==> config.mk <==
export PLATFORM = sky130hd
export DESIGN_NAME = p2s_shift_out
export DESIGN_NICKNAME = d
export VERILOG_FILES = /design/src/rtl/p2s_pkg.sv /design/src/rtl/p2s_tick.sv /design/src/rtl/p2s_shift_out.sv
export SDC_FILE = /design/constraint.sdc
export NUM_CORES = 1
export LEC_CHECK = 0
export CORE_MARGIN = 4
export CORE_UTILIZATION = 45
export DETAILED_ROUTE_END_ITERATION = 7
export GPL_TIMING_DRIVEN = 0
export PLACE_DENSITY = 0.67
export SYNTH_ARGS = -nofsm -noshare
export SYNTH_HDL_FRONTEND = slang
export SYNTH_SLANG_ARGS = --single-unit
==> constraint.sdc <==
create_clock -name clk -period 5.97 [get_ports clk]
set_input_delay 1.791 -clock clk [delete_from_list [all_inputs] [get_ports clk]]
set_output_delay 1.791 -clock clk [all_outputs]
set_load 0.01 [all_outputs]
==> src/rtl/p2s_pkg.sv <==
// Shared types and defaults for the parallel-to-serial transmitter.
package p2s_pkg;

    typedef enum logic [1:0] {
        IDLE  = 2'd0,
        SHIFT = 2'd1,
        LATCH = 2'd2,
        DONE  = 2'd3
    } state_t;

    localparam int DEF_WIDTH   = 32;
    localparam int DEF_CLK_DIV = 2;

endpackage

==> src/rtl/p2s_tick.sv <==
// Half-period divider for the serial clock: pulses half_tick at the end of
// every CLK_DIV-cycle half and tracks which half (phase) is running.
module p2s_tick #(
    parameter int CLK_DIV = 2
) (
    input  logic clk,
    input  logic rst,
    input  logic clr,
    output logic half_tick,
    output logic phase
);

    localparam int CW = $clog2(CLK_DIV) + 1;
    localparam logic [CW-1:0] LAST = CW'(CLK_DIV - 1);

    logic [CW-1:0] cnt_q, cnt_d;
    logic          phase_q, phase_d;

    assign half_tick = (cnt_q == LAST);
    assign phase     = phase_q;

    // Terminal count is compared explicitly; the counter never wraps on its own.
    always_comb begin
        cnt_d   = cnt_q;
        phase_d = phase_q;
        if (clr) begin
            cnt_d   = '0;
            phase_d = 1'b0;
        end else if (half_tick) begin
            cnt_d   = '0;
            phase_d = ~phase_q;
        end else begin
            cnt_d = cnt_q + CW'(1);
        end
    end

    always_ff @(posedge clk or posedge rst) begin
        if (rst) begin
            cnt_q   <= '0;
            phase_q <= 1'b0;
        end else begin
            cnt_q   <= cnt_d;
            phase_q <= phase_d;
        end
    end

endmodule

==> src/rtl/p2s_shift_out.sv <==
// Captures a word on start and shifts it MSB-first onto sdata/sclk, then
// pulses slatch and done. All outputs are registered.
module p2s_shift_out
    import p2s_pkg::*;
#(
    parameter int WIDTH   = DEF_WIDTH,
    parameter int CLK_DIV = DEF_CLK_DIV
) (
    input  logic             clk,
    input  logic             rst,
    input  logic             start,
    input  logic [WIDTH-1:0] data,
    output logic             busy,
    output logic             done,
    output logic             sdata,
    output logic             sclk,
    output logic             slatch
);

    localparam int BW = $clog2(WIDTH);

    state_t           state_q;
    // The bit on the wire lives in sdata_q; rest_q holds the bits still to go.
    logic [WIDTH-2:0] rest_q;
    logic [BW-1:0]    bit_q;
    logic             busy_q, done_q, sdata_q, sclk_q, slatch_q;

    logic tick_clr, half_tick, phase;

    assign tick_clr = (state_q == IDLE) || (state_q == DONE);

    p2s_tick #(
        .CLK_DIV (CLK_DIV)
    ) u_tick (
        .clk       (clk),
        .rst       (rst),
        .clr       (tick_clr),
        .half_tick (half_tick),
        .phase     (phase)
    );

    always_ff @(posedge clk or posedge rst) begin
        if (rst) begin
            state_q  <= IDLE;
            rest_q   <= '0;
            bit_q    <= '0;
            busy_q   <= 1'b0;
            done_q   <= 1'b0;
            sdata_q  <= 1'b0;
            sclk_q   <= 1'b0;
            slatch_q <= 1'b0;
        end else begin
            done_q <= 1'b0;
            case (state_q)
                IDLE: begin
                    if (start) begin
                        sdata_q <= data[WIDTH-1];
                        rest_q  <= data[WIDTH-2:0];
                        bit_q   <= BW'(WIDTH - 1);
                        sclk_q  <= 1'b0;
                        busy_q  <= 1'b1;
                        state_q <= SHIFT;
                    end
                end
                SHIFT: begin
                    if (half_tick) begin
                        if (!phase) begin
                            sclk_q <= 1'b1;
                        end else begin
                            // End of bit: data moves together with the falling edge.
                            sclk_q <= 1'b0;
                            if (bit_q != '0) begin
                                sdata_q <= rest_q[WIDTH-2];
                                rest_q  <= rest_q << 1;
                                bit_q   <= bit_q - BW'(1);
                            end else begin
                                sdata_q  <= 1'b0;
                                slatch_q <= 1'b1;
                                state_q  <= LATCH;
                            end
                        end
                    end
                end
                LATCH: begin
                    if (half_tick) begin
                        slatch_q <= 1'b0;
                        busy_q   <= 1'b0;
                        done_q   <= 1'b1;
                        state_q  <= DONE;
                    end
                end
                DONE: begin
                    state_q <= IDLE;
                end
                default: begin
                    state_q <= IDLE;
                end
            endcase
        end
    end

    assign busy   = busy_q;
    assign done   = done_q;
    assign sdata  = sdata_q;
    assign sclk   = sclk_q;
    assign slatch = slatch_q;

endmodule

==> results of run 1 <==
[cells by family after synthesis]
logic type | Yosys count
flops | 46
simple gates | 54
compound gates | 80
mux | 3
fa+ha+maj | 4
xor+xnor | 1
buf+inv | 23
[routing by layer]
layer / up-vias / wire length [um] / global-route usage / share of wire
li1: 864 / - / - / -
met1: 822 / 2330 / 0.235 / 0.50
met2: 35 / 2080 / 0.244 / 0.44
met3: 7 / 217 / 0.0375 / 0.046
met4: 0 / 61 / 0.0534 / 0.013
met5: - / 0 / 0 / 0
[worst max path at each step]
| stage | start | end | slack [ns] | cells past startpoint |
|---|---|---|---|---|
| after global placement | start | rest_q[0] | 2.12 | 6 |
| after floorplan | start | rest_q[1] | 3.04 | 6 |
| after detailed placement | start | rest_q[0] | 2.20 | 6 |
| after CTS | start | rest_q[0] | 2.51 | 6 |
| final | start | rest_q[1] | 2.50 | 6 |
| after global routing | start | rest_q[14] | 2.28 | 6 |
[final cells by class]
class | count | area, um2
fillers | 406 | 1790
flip-flops and latches | 46 | 1150
plain buffers | 14 | 71.3
multi-input cells | 142 | 903
well taps | 52 | 65.1
clock buffers | 7 | 76.3
inverters | 9 | 33.8
repair buffers | 40 | 410
[power groups by stage]
stage                     Clock, mW  Sequential (mW)  Combinational (mW)
after floorplan                   0            0.519               0.461
after global placement            0            0.528               0.607
after detailed placement          0            0.534               0.615
after CTS                     0.184            0.528               0.616
after global routing          0.197            0.544               0.690
final                         0.180            0.527               0.611
[sequential cells by signal (all words and copies together) (netlist names)]
signal and flops:
rest_q 31, bit_q 5, state_q 2, u_tick.cnt_q 2, busy 1, done 1, sclk 1, sdata 1
slatch 1, u_tick.phase 1
[metrics by stage]
step	cell area, um2	setup WS, ns
finish	2710	2.50
floorplan	2160	3.04
CTS	2710	2.51
detailed placement	2640	2.20
global route	2710	2.28
global placement	2620	2.12
[worst register-to-register path, stage by stage, from the launching register on]
cell and delay, ns:
dfrtp_1 0.41, inv_1 0.09, ha_1 0.22, mux2i_1 0.62, nor2_1 0.26, clkbuf_1 0.30, nor2_1 0.16, a21oi_1 0.08
[cells in the mapped netlist (3+ instances only)]
cell,instances
buf_2,3
nor2b_1,3
nor2_1,25
a21oi_1,22
nand2_1,12
nand2b_1,4
dfrtp_1,46
a22o_1,4
a2bb2oi_1,11
inv_1,9
ha_1,4
o22ai_1,28
o21ai_0,4
clkbuf_1,8
==> key figures, run 1 <==
Clock network
  • Clk slew on worst S/H paths: roughly 0.080 ns
  • Clk sinks: 46
  • Worst skew pair latency: between 0.2 and 0.3 ns
  • Clock buffer depth: 2
  • Post_cts resized: 0
  • # Post-CTS Setup Buffers: 0
  • Hold_buf cts: 0
  • CTS buffer count: 5
  • Clock Tree Root: clkbuf_8
  • H-tree depth: 2
  • CTS tree: yes

Global route
  • GR Overflow Total: 0
  • Vias in the first global route: roughly 1700
  • GRT Util Overall: 0.164
  • First-pass GRT wire length: ~7900 um
  • Initial antenna violation count: 0
  • Pin count of the biggest net entering global routing: between 40 and 50

Synthesis
  • Post-synthesis adder-cell area fraction: 0.0232
  • Largest area contributor in the netlist: dfrtp_1
  • Mapped Nets: 250
  • Post-synthesis simple-gate area fraction: 0.124
  • Synth top area cells: dfrtp_1, o22ai_1, a21oi_1
  • Asr flop ratio synth: 1.00
  • Average size of a mapped cell: between 10 and 15 um2
  • EDFF count, synth: 0
  • Synth warn: 0
  • Xor/xnor share of the synthesized area: 0.00406
  • Top-area cell type share of the netlist area: 0.533
  • Netlist cell types: 35
  • Top FF cell, synth: dfrtp_1
  • Register area share after synthesis: 0.533
  • Largest family of logic cells by synthesized area: compound AO/OA/AOI/OAI gates
  • Yosys reg bits: 46
  • Multiplexer area fraction after synthesis: 0.0151
  • Mapped Cells: roughly 210
  • Mapped Area: approximately 2200 um2
  • Post-synthesis compound-gate area fraction: 0.252

Timing
  • Fin crit period: approximately 3.5 ns
  • Slew margin rel.: 0.526
  • Final Hold Fails: 0
  • Finish-stage setup viols: 0
  • RSZ-0062 raised after global routing: false
  • Max-slew violations: 0
  • Max Fclk: a little under 300 MHz
  • Setup TNS: 0 ns
  • Hold_ws: between 0.5 and 0.6 ns
  • Clock skew: 0.00520 ns
  • Tcrit/Tclk final: 0.581
  • Worst slew pin tran: slightly below 0.7 ns

Drt
  • DRT iter0 DRCs: 90
  • TritonRoute pass-1 iters: 4
  • ANT nets after route: 0
  • Final wirelength: 4690 um
  • DRC viols: 0
  • Drt wl/cell: 15.1 um
  • Detailed-route via count: ~1700
  • DR vias/cell: 5.57

Pwr
  • Internal power: just over 0.8 mW
  • Worst VDD drop: about 0.21 mV
  • Switching pwr: around 0.5 mW
  • Comb power frac: 0.463
  • Clock Power Share: 0.137
  • Total power: 1.32 mW
  • Power per cell area: approximately 490 nW/um2
  • Sw frac: 0.381
  • Sequential share of power: 0.400
  • Leak Pwr: roughly 1.1 nW

Setup path
  • Crit-path cells: clkdlybuf4s50_1 -> mux2i_1 -> nor2_1 -> clkbuf_1 -> nor2_1 -> a21oi_1
  • Buf/Inv on CP: 2
  • Critical Path Most Common Cell: nor2_1
  • Worst EP required: roughly 6 ns
  • Worst r2r src: state_q[0]
  • CP Max Fanout: 10
  • Reg2reg end: rest_q[1]
  • CP Capture Type: flip-flop
  • Cells on worst reg2reg path: 7
  • Worst path top cell family by delay: buffers and inverters
  • CP Class: in2reg
  • Crit path launch type: primary input
  • CP max stage cell: mux2i_1
  • R2r setup slk: ~3.7 ns
  • CP Data Arrival Time: between 3 and 4 ns
  • Crit-path max cell delay: 0.58 ns

Cells and area
  • Fin util: 0.602
  • Share of cells above drive strength 1: 0.0814
  • Layout Cells excl Fill: 310
  • Most common cell after layout, fill and taps aside: dfrtp_1
  • Most frequent cells in the layout: dfrtp_1, clkdlybuf4s50_1, o22ai_1, nor2_1, a21oi_1
  • # diodes: 0
  • Layout overhead on the synthesized area: 25.6%
  • Nets: between 200 and 300

Worst hold path
  • Hold endpoint: u_tick.cnt_q[0]
  • Hold Crit Class: reg2reg
  • Hold path depth: 1
  • Worst hold start: u_tick.cnt_q[0]

Die
  • Initial Util: 0.479
  • Core ar.: roughly 4500 um2
  • Std cell rows: 24
  • Chip height: a little under 80 um
  • Die area: between 5000 and 6000 um2
  • Die Wd: between 70 and 80 um
  • I/O pin cnt: 40

Placed design
  • Placer Congestion: ~0.75
  • IO Port Bufs: 39
  • Final HPWL from detailed placement: 3330 um
  • Placed instance count: roughly 300

Run
  • Max-Cap Viols: 0

Outcome
  • Outcome: complete, no violations
(Power assumes the default switching activity.)
==> run 2, diff against run 1 <==
PLACE_DENSITY = 0.7   (was 0.67)
clock period = 2.97 ns   (was 5.97 ns; I/O delays follow)
==> run 2 against run 1 <==
- combinational power up 100%
- clock skew up 0.0027 ns
- global-route usage increased by 0.54 points
- clock-buffer cell count unchanged
- via count decreased by 0.29%
- register-to-register slack lost 3.0 ns
- flip-flop and latch count stayed put
- critical path type unchanged
- critical endpoint is now rest_q[0]
- highest routed layer unchanged
==> key figures, run 2 (synthesis gave the netlist of run 1 again) <==
Outcome
  • Outcome: complete, no violations

Timing
  • Hold_ws: between 0.5 and 0.6 ns
  • Slew margin rel.: 0.524
  • RSZ-0062 raised after global routing: false
  • Fin worst setup slack: 0.372 ns
  • Worst slew pin tran: roughly 0.69 ns
  • Clock skew: 0.00786 ns
  • Setup TNS: 0 ns
  • Max Fclk: ~380 MHz
  • Max-slew violations: 0
  • Tcrit/Tclk final: 0.875
  • Fin crit period: about 2.6 ns
  • Finish-stage setup viols: 0
  • Final Hold Fails: 0

Setup path
  • CP Data Arrival Time: 2.78 ns
  • Worst Setup SP: start
  • CP Class: in2reg
  • Crit-path cells: clkdlybuf4s50_1 -> mux2i_1 -> nor2_1 -> clkbuf_1 -> a22oi_1 -> nand2_1
  • Worst EP required: roughly 3.2 ns
  • CP max stage cell: mux2i_1
  • CP Capture Type: flip-flop
  • Crit-path max cell delay: approximately 0.59 ns
  • CP Max Fanout: 10
  • Crit path launch type: primary input
  • Worst r2r src: state_q[0]

Placed design
  • IO Port Bufs: 39
  • Placer Congestion: 0.759
  • Final HPWL from detailed placement: approximately 3400 um
  • Placed instance count: 303
  • Pre-CTS WS: around 0.036 ns
  • Cell Area, Placed: about 2600 um2

Clock network
  • Clock Tree Root: clkbuf_8
  • CTS buffer count: 5
  • # Post-CTS Setup Buffers: 0
  • Clock buffer depth: 2
  • H-tree depth: 2
  • Hold_buf cts: 0
  • Clk sinks: 46
  • CTS tree: yes
  • Worst skew pair latency: roughly 0.3 ns
  • Clk slew on worst S/H paths: around 0.08 ns
  • Post_cts resized: 0

Cells and area
  • Largest register FFs: 31
  • Largest reg by FF count: rest_q
  • Most frequent cells in the layout: dfrtp_1, clkdlybuf4s50_1, o22ai_1, nor2_1, a21oi_1
  • Layout Cells excl Fill: a little over 300
  • Nets: around 300
  • Share of cells above drive strength 1: 0.0888
  • Fillers: ~400
  • Fin util: 0.605
  • Layout overhead on the synthesized area: 26.2%
  • # diodes: 0
  • Most common cell after layout, fill and taps aside: dfrtp_1
  • Largest regs: rest_q (31), bit_q (5)
  • Final Cell Area: about 2700 um2

Die
  • Core ar.: between 4000 and 5000 um2
  • Chip height: between 70 and 80 um
  • Die Wd: between 70 and 80 um
  • Initial Util: 0.479
  • Die area: between 5000 and 6000 um2
  • I/O pin cnt: 40
  • Std cell rows: 24

Global route
  • GRT busiest layer: met2
  • Pin count of the biggest net entering global routing: 36
  • Met2 Use GR: 0.249
  • Initial antenna violation count: 0
  • First-pass GRT wire length: approximately 8100 um
  • Vias in the first global route: between 1500 and 2000
  • GR Overflow Total: 0
  • Met3 GRT Util: 0.0386
  • GRT Util Overall: 0.169
  • Met1 usage: 0.245

Worst hold path
  • Worst hold start: u_tick.cnt_q[0]
  • Hold Crit Class: reg2reg

Drt
  • Drt wl/cell: approximately 15 um
  • DR vias/cell: roughly 5.5
  • TritonRoute pass-1 iters: 4
  • Detailed-route via count: between 1500 and 2000
  • Final wirelength: around 4700 um
  • DRC viols: 0
  • ANT nets after route: 0
  • DRT iter0 DRCs: 83

Pwr
  • Leak Pwr: roughly 1.1 nW
  • Power per cell area: 983 nW/um2
  • Worst VDD drop: 0.489 mV
  • Total power: 2.68 mW

Run
  • Max-Cap Viols: 0
## run 2: cell types whose count changed in the layout (fill, tap and decap cells not counted)
cell and delta:
clkinv_2 +1, clkbuf_8 +1, clkbuf_1 -1
## run 2: worst max-delay path, delay by kind of cell
kind,cells,cell delay (ns)
buffers and inverters,2,0.76
and+or+nand+nor,2,0.34
muxes,1,0.59
AOI/OAI and AO/OA,1,0.20
## run 2: final timing paths
check	endpoint	slack, ns	depth (start not counted)
min reg2reg	u_tick.cnt_q[0]	0.51	1
min in group asynchronous	rest_q[19]	0.84	2
max	rest_q[0]	0.37	6
min	u_tick.cnt_q[0]	0.51	1
max in group asynchronous	rest_q[29]	1.65	3
max reg2reg	rest_q[0]	0.68	7
## run 2: where the power goes
| group | internal, mW | switching (mW) | total [mW] | leakage, nW |
|---|---|---|---|---|
| clock network | 0.188 | 0.204 | 0.392 | 0.0482 |
| logic | 0.576 | 0.653 | 1.23 | 0.567 |
| registers | 0.901 | 0.159 | 1.06 | 0.510 |
## run 2: cell type report
| cell class | count | area [um2] | area share |
|---|---|---|---|
| Clock inverter | 1 | 5.00 | 0.00184 |
| Multi-Input combinational cell | 142 | 903 | 0.331 |
| Timing Repair Buffer | 40 | 410 | 0.151 |
| Sequential cell | 46 | 1150 | 0.422 |
| Inverter | 9 | 33.8 | 0.0124 |
| Tap cell | 52 | 65.1 | 0.0239 |
| Buffer | 14 | 71.3 | 0.0262 |
| Clock buffer | 7 | 86.3 | 0.0317 |
## run 2: per-layer routing
layer	wire length (um)	vias to the layer above	share of wire
met5	0	-	0
met4	48	0	0.010
met3	244	4	0.051
met2	2170	40	0.46
met1	2270	813	0.48
li1	-	866	-
==> run 3, diff against run 2 <==
clock period = 2.13 ns   (was 2.97 ns; I/O delays follow)
==> run 3 against run 2 <==
- final cell count unchanged
- die area unchanged
- core utilization increased by 1.4 points
- non-clock buffer count unchanged
- largest power group unchanged
==> key figures, run 3 (synthesis gave the netlist of run 1 again) <==
Setup path
  • CP Max Fanout: 10
  • Crit-path cells: inv_1 -> ha_4 -> nor2b_2 -> or4b_1 -> buf_4 -> buf_6 -> o22ai_1 -> a21oi_1
  • CP Capture Type: flip-flop
  • Crit-path max cell delay: 0.52 ns
  • Worst EP required: approximately 2.3 ns
  • Crit path launch type: flip-flop
  • CP Data Arrival Time: ~2.2 ns
  • CP Class: reg2reg
  • CP max stage cell: or4b_1

Cells and area
  • Most frequent cells in the layout: dfrtp_1, clkdlybuf4s50_1, o22ai_1, nor2_1, a21oi_1
  • Share of cells above drive strength 1: 0.139
  • Nets: approximately 300
  • Largest reg by FF count: rest_q
  • # diodes: 0
  • Layout overhead on the synthesized area: 29.1%
  • Fin util: 0.619
  • Most common cell after layout, fill and taps aside: dfrtp_1
  • Largest register FFs: 31
  • Fillers: a little under 400
  • Final Cell Area: roughly 2800 um2
  • Largest regs: rest_q (31), bit_q (5)
  • Layout Cells excl Fill: between 300 and 400

Pwr
  • Power per cell area: between 1000 and 1500 nW/um2
  • Leak Pwr: about 1.1 nW
  • Worst VDD drop: slightly below 0.7 mV

Outcome
  • Outcome: complete, no violations

Timing
  • Tcrit/Tclk final: 0.954
  • Max Fclk: between 400 and 500 MHz
  • Final Hold Fails: 0
  • Fin crit period: ~2 ns
  • Max-slew violations: 0
  • Worst slew pin tran: 0.464 ns
  • Slew margin rel.: 0.691
  • Fin worst setup slack: slightly below 0.1 ns
  • Finish-stage setup viols: 0
  • Clock skew: 0.00872 ns

Drt
  • DRT iter0 DRCs: slightly below 100
  • DRC viols: 0
  • ANT nets after route: 0
  • TritonRoute pass-1 iters: 4
  • Final wirelength: ~4900 um
  • Drt wl/cell: 15.6 um
  • Detailed-route via count: roughly 1700
  • DR vias/cell: approximately 5.5

Die
  • Core ar.: 4500 um2
  • Die Wd: between 70 and 80 um
  • Die area: ~6000 um2
  • Chip height: approximately 77 um
  • I/O pin cnt: 40
  • Initial Util: 0.479
  • Std cell rows: 24

Global route
  • Vias in the first global route: ~1700
  • Pin count of the biggest net entering global routing: 36
  • GRT Util Overall: 0.170
  • GR Overflow Total: 0
  • First-pass GRT wire length: between 8000 and 9000 um
  • Initial antenna violation count: 0

Placed design
  • Final HPWL from detailed placement: 3420 um
  • Placer Congestion: around 0.76
  • IO Port Bufs: 39
  • Cell Area, Placed: approximately 2600 um2
  • Placed instance count: around 300
  • Pre-CTS WS: -0.552 ns

Clock network
  • Clk slew on worst S/H paths: approximately 0.08 ns
  • CTS buffer count: 5
  • Clock Tree Root: clkbuf_8
  • Clk sinks: between 40 and 50
  • CTS tree: yes
  • Worst skew pair latency: about 0.30 ns
  • H-tree depth: 2
  • Clock buffer depth: 2

Worst hold path
  • Hold Crit Class: reg2reg

Run
  • Max-Cap Viols: 0
==> run 3: changes by cell type in the layout (fill, tap and decap cells not counted), moves of 2 or more <==
cell      previous run  this run
buf_4                0         2
clkbuf_2             0         4
o22ai_1             28        26
o22ai_2              2         4
ha_2                 0         2
clkbuf_1             9         4
ha_1                 4         1
==> run 3: area by class of cell <==
type,instances,area [um2],share of cell area
inverters,9,33.8,0.0121
well taps,52,65.1,0.0233
repair buffers,41,417,0.149
clock buffers,7,86.3,0.0310
plain buffers,13,75.1,0.0269
multi-input cells,142,955,0.342
clock inverters,1,5.00,0.00180
flip-flops and latches,46,1150,0.413
==> run 3: per-stage QoR <==
step / setup TNS [ns] / power, mW / hold WS, ns
after detailed placement: -16.56 / 3.22 / 0.495
after floorplan: 0 / 2.75 / 0.468
after global routing: -0.0642 / 4.22 / 0.540
after global placement: -40.11 / 3.17 / 0.487
after CTS: 0 / 3.80 / 0.512
final: 0 / 3.90 / 0.513
==> run 3: layer usage <==
metal / vias to the layer above / global-route usage / share of wire
met5: - / 0 / 0
met4: 0 / 0.0587 / 0.011
met3: 5 / 0.0386 / 0.050
met2: 37 / 0.252 / 0.46
met1: 787 / 0.244 / 0.48
li1: 867 / - / -
==> run 3: critical path, delay by kind of cell (launching register included) <==
family	cells	cell delay, ns
and+or+nand+nor	2	0.70
buffers and inverters	3	0.41
AOI/OAI and AO/OA	2	0.20
adders and majority gates	1	0.19
DFF	1	0.39
==> run 3: where the power goes <==
| group | switching (mW) | total, mW | internal [mW] |
|---|---|---|---|
| combinational | 0.967 | 1.87 | 0.901 |
| clock | 0.285 | 0.547 | 0.262 |
| sequential | 0.228 | 1.48 | 1.26 |
| total | 1.48 | 3.90 | 2.42 |
==> run 3: final timing paths <==
| path | cells after the start | start | slack [ns] | end |
|---|---|---|---|---|
| worst max-delay path | 8 | state_q[0] | 0.1 | rest_q[14] |
| worst min-delay path | 1 | u_tick.cnt_q[0] | 0.51 | u_tick.cnt_q[0] |
| worst max register to register | 8 | state_q[0] | 0.1 | rest_q[14] |
| worst min register to register | 1 | u_tick.cnt_q[0] | 0.51 | u_tick.cnt_q[0] |
| max in group asynchronous | 3 | rst | 1.06 | rest_q[29] |
| min in group asynchronous | 2 | rst | 0.59 | slatch |
==> run 3: repair_timing <==
action	in CTS	in global routing
setup endpoints to repair	32	35
pin swaps	0	2
setup buffers	0	1
resized for setup	4	16
hold buffers	0	0
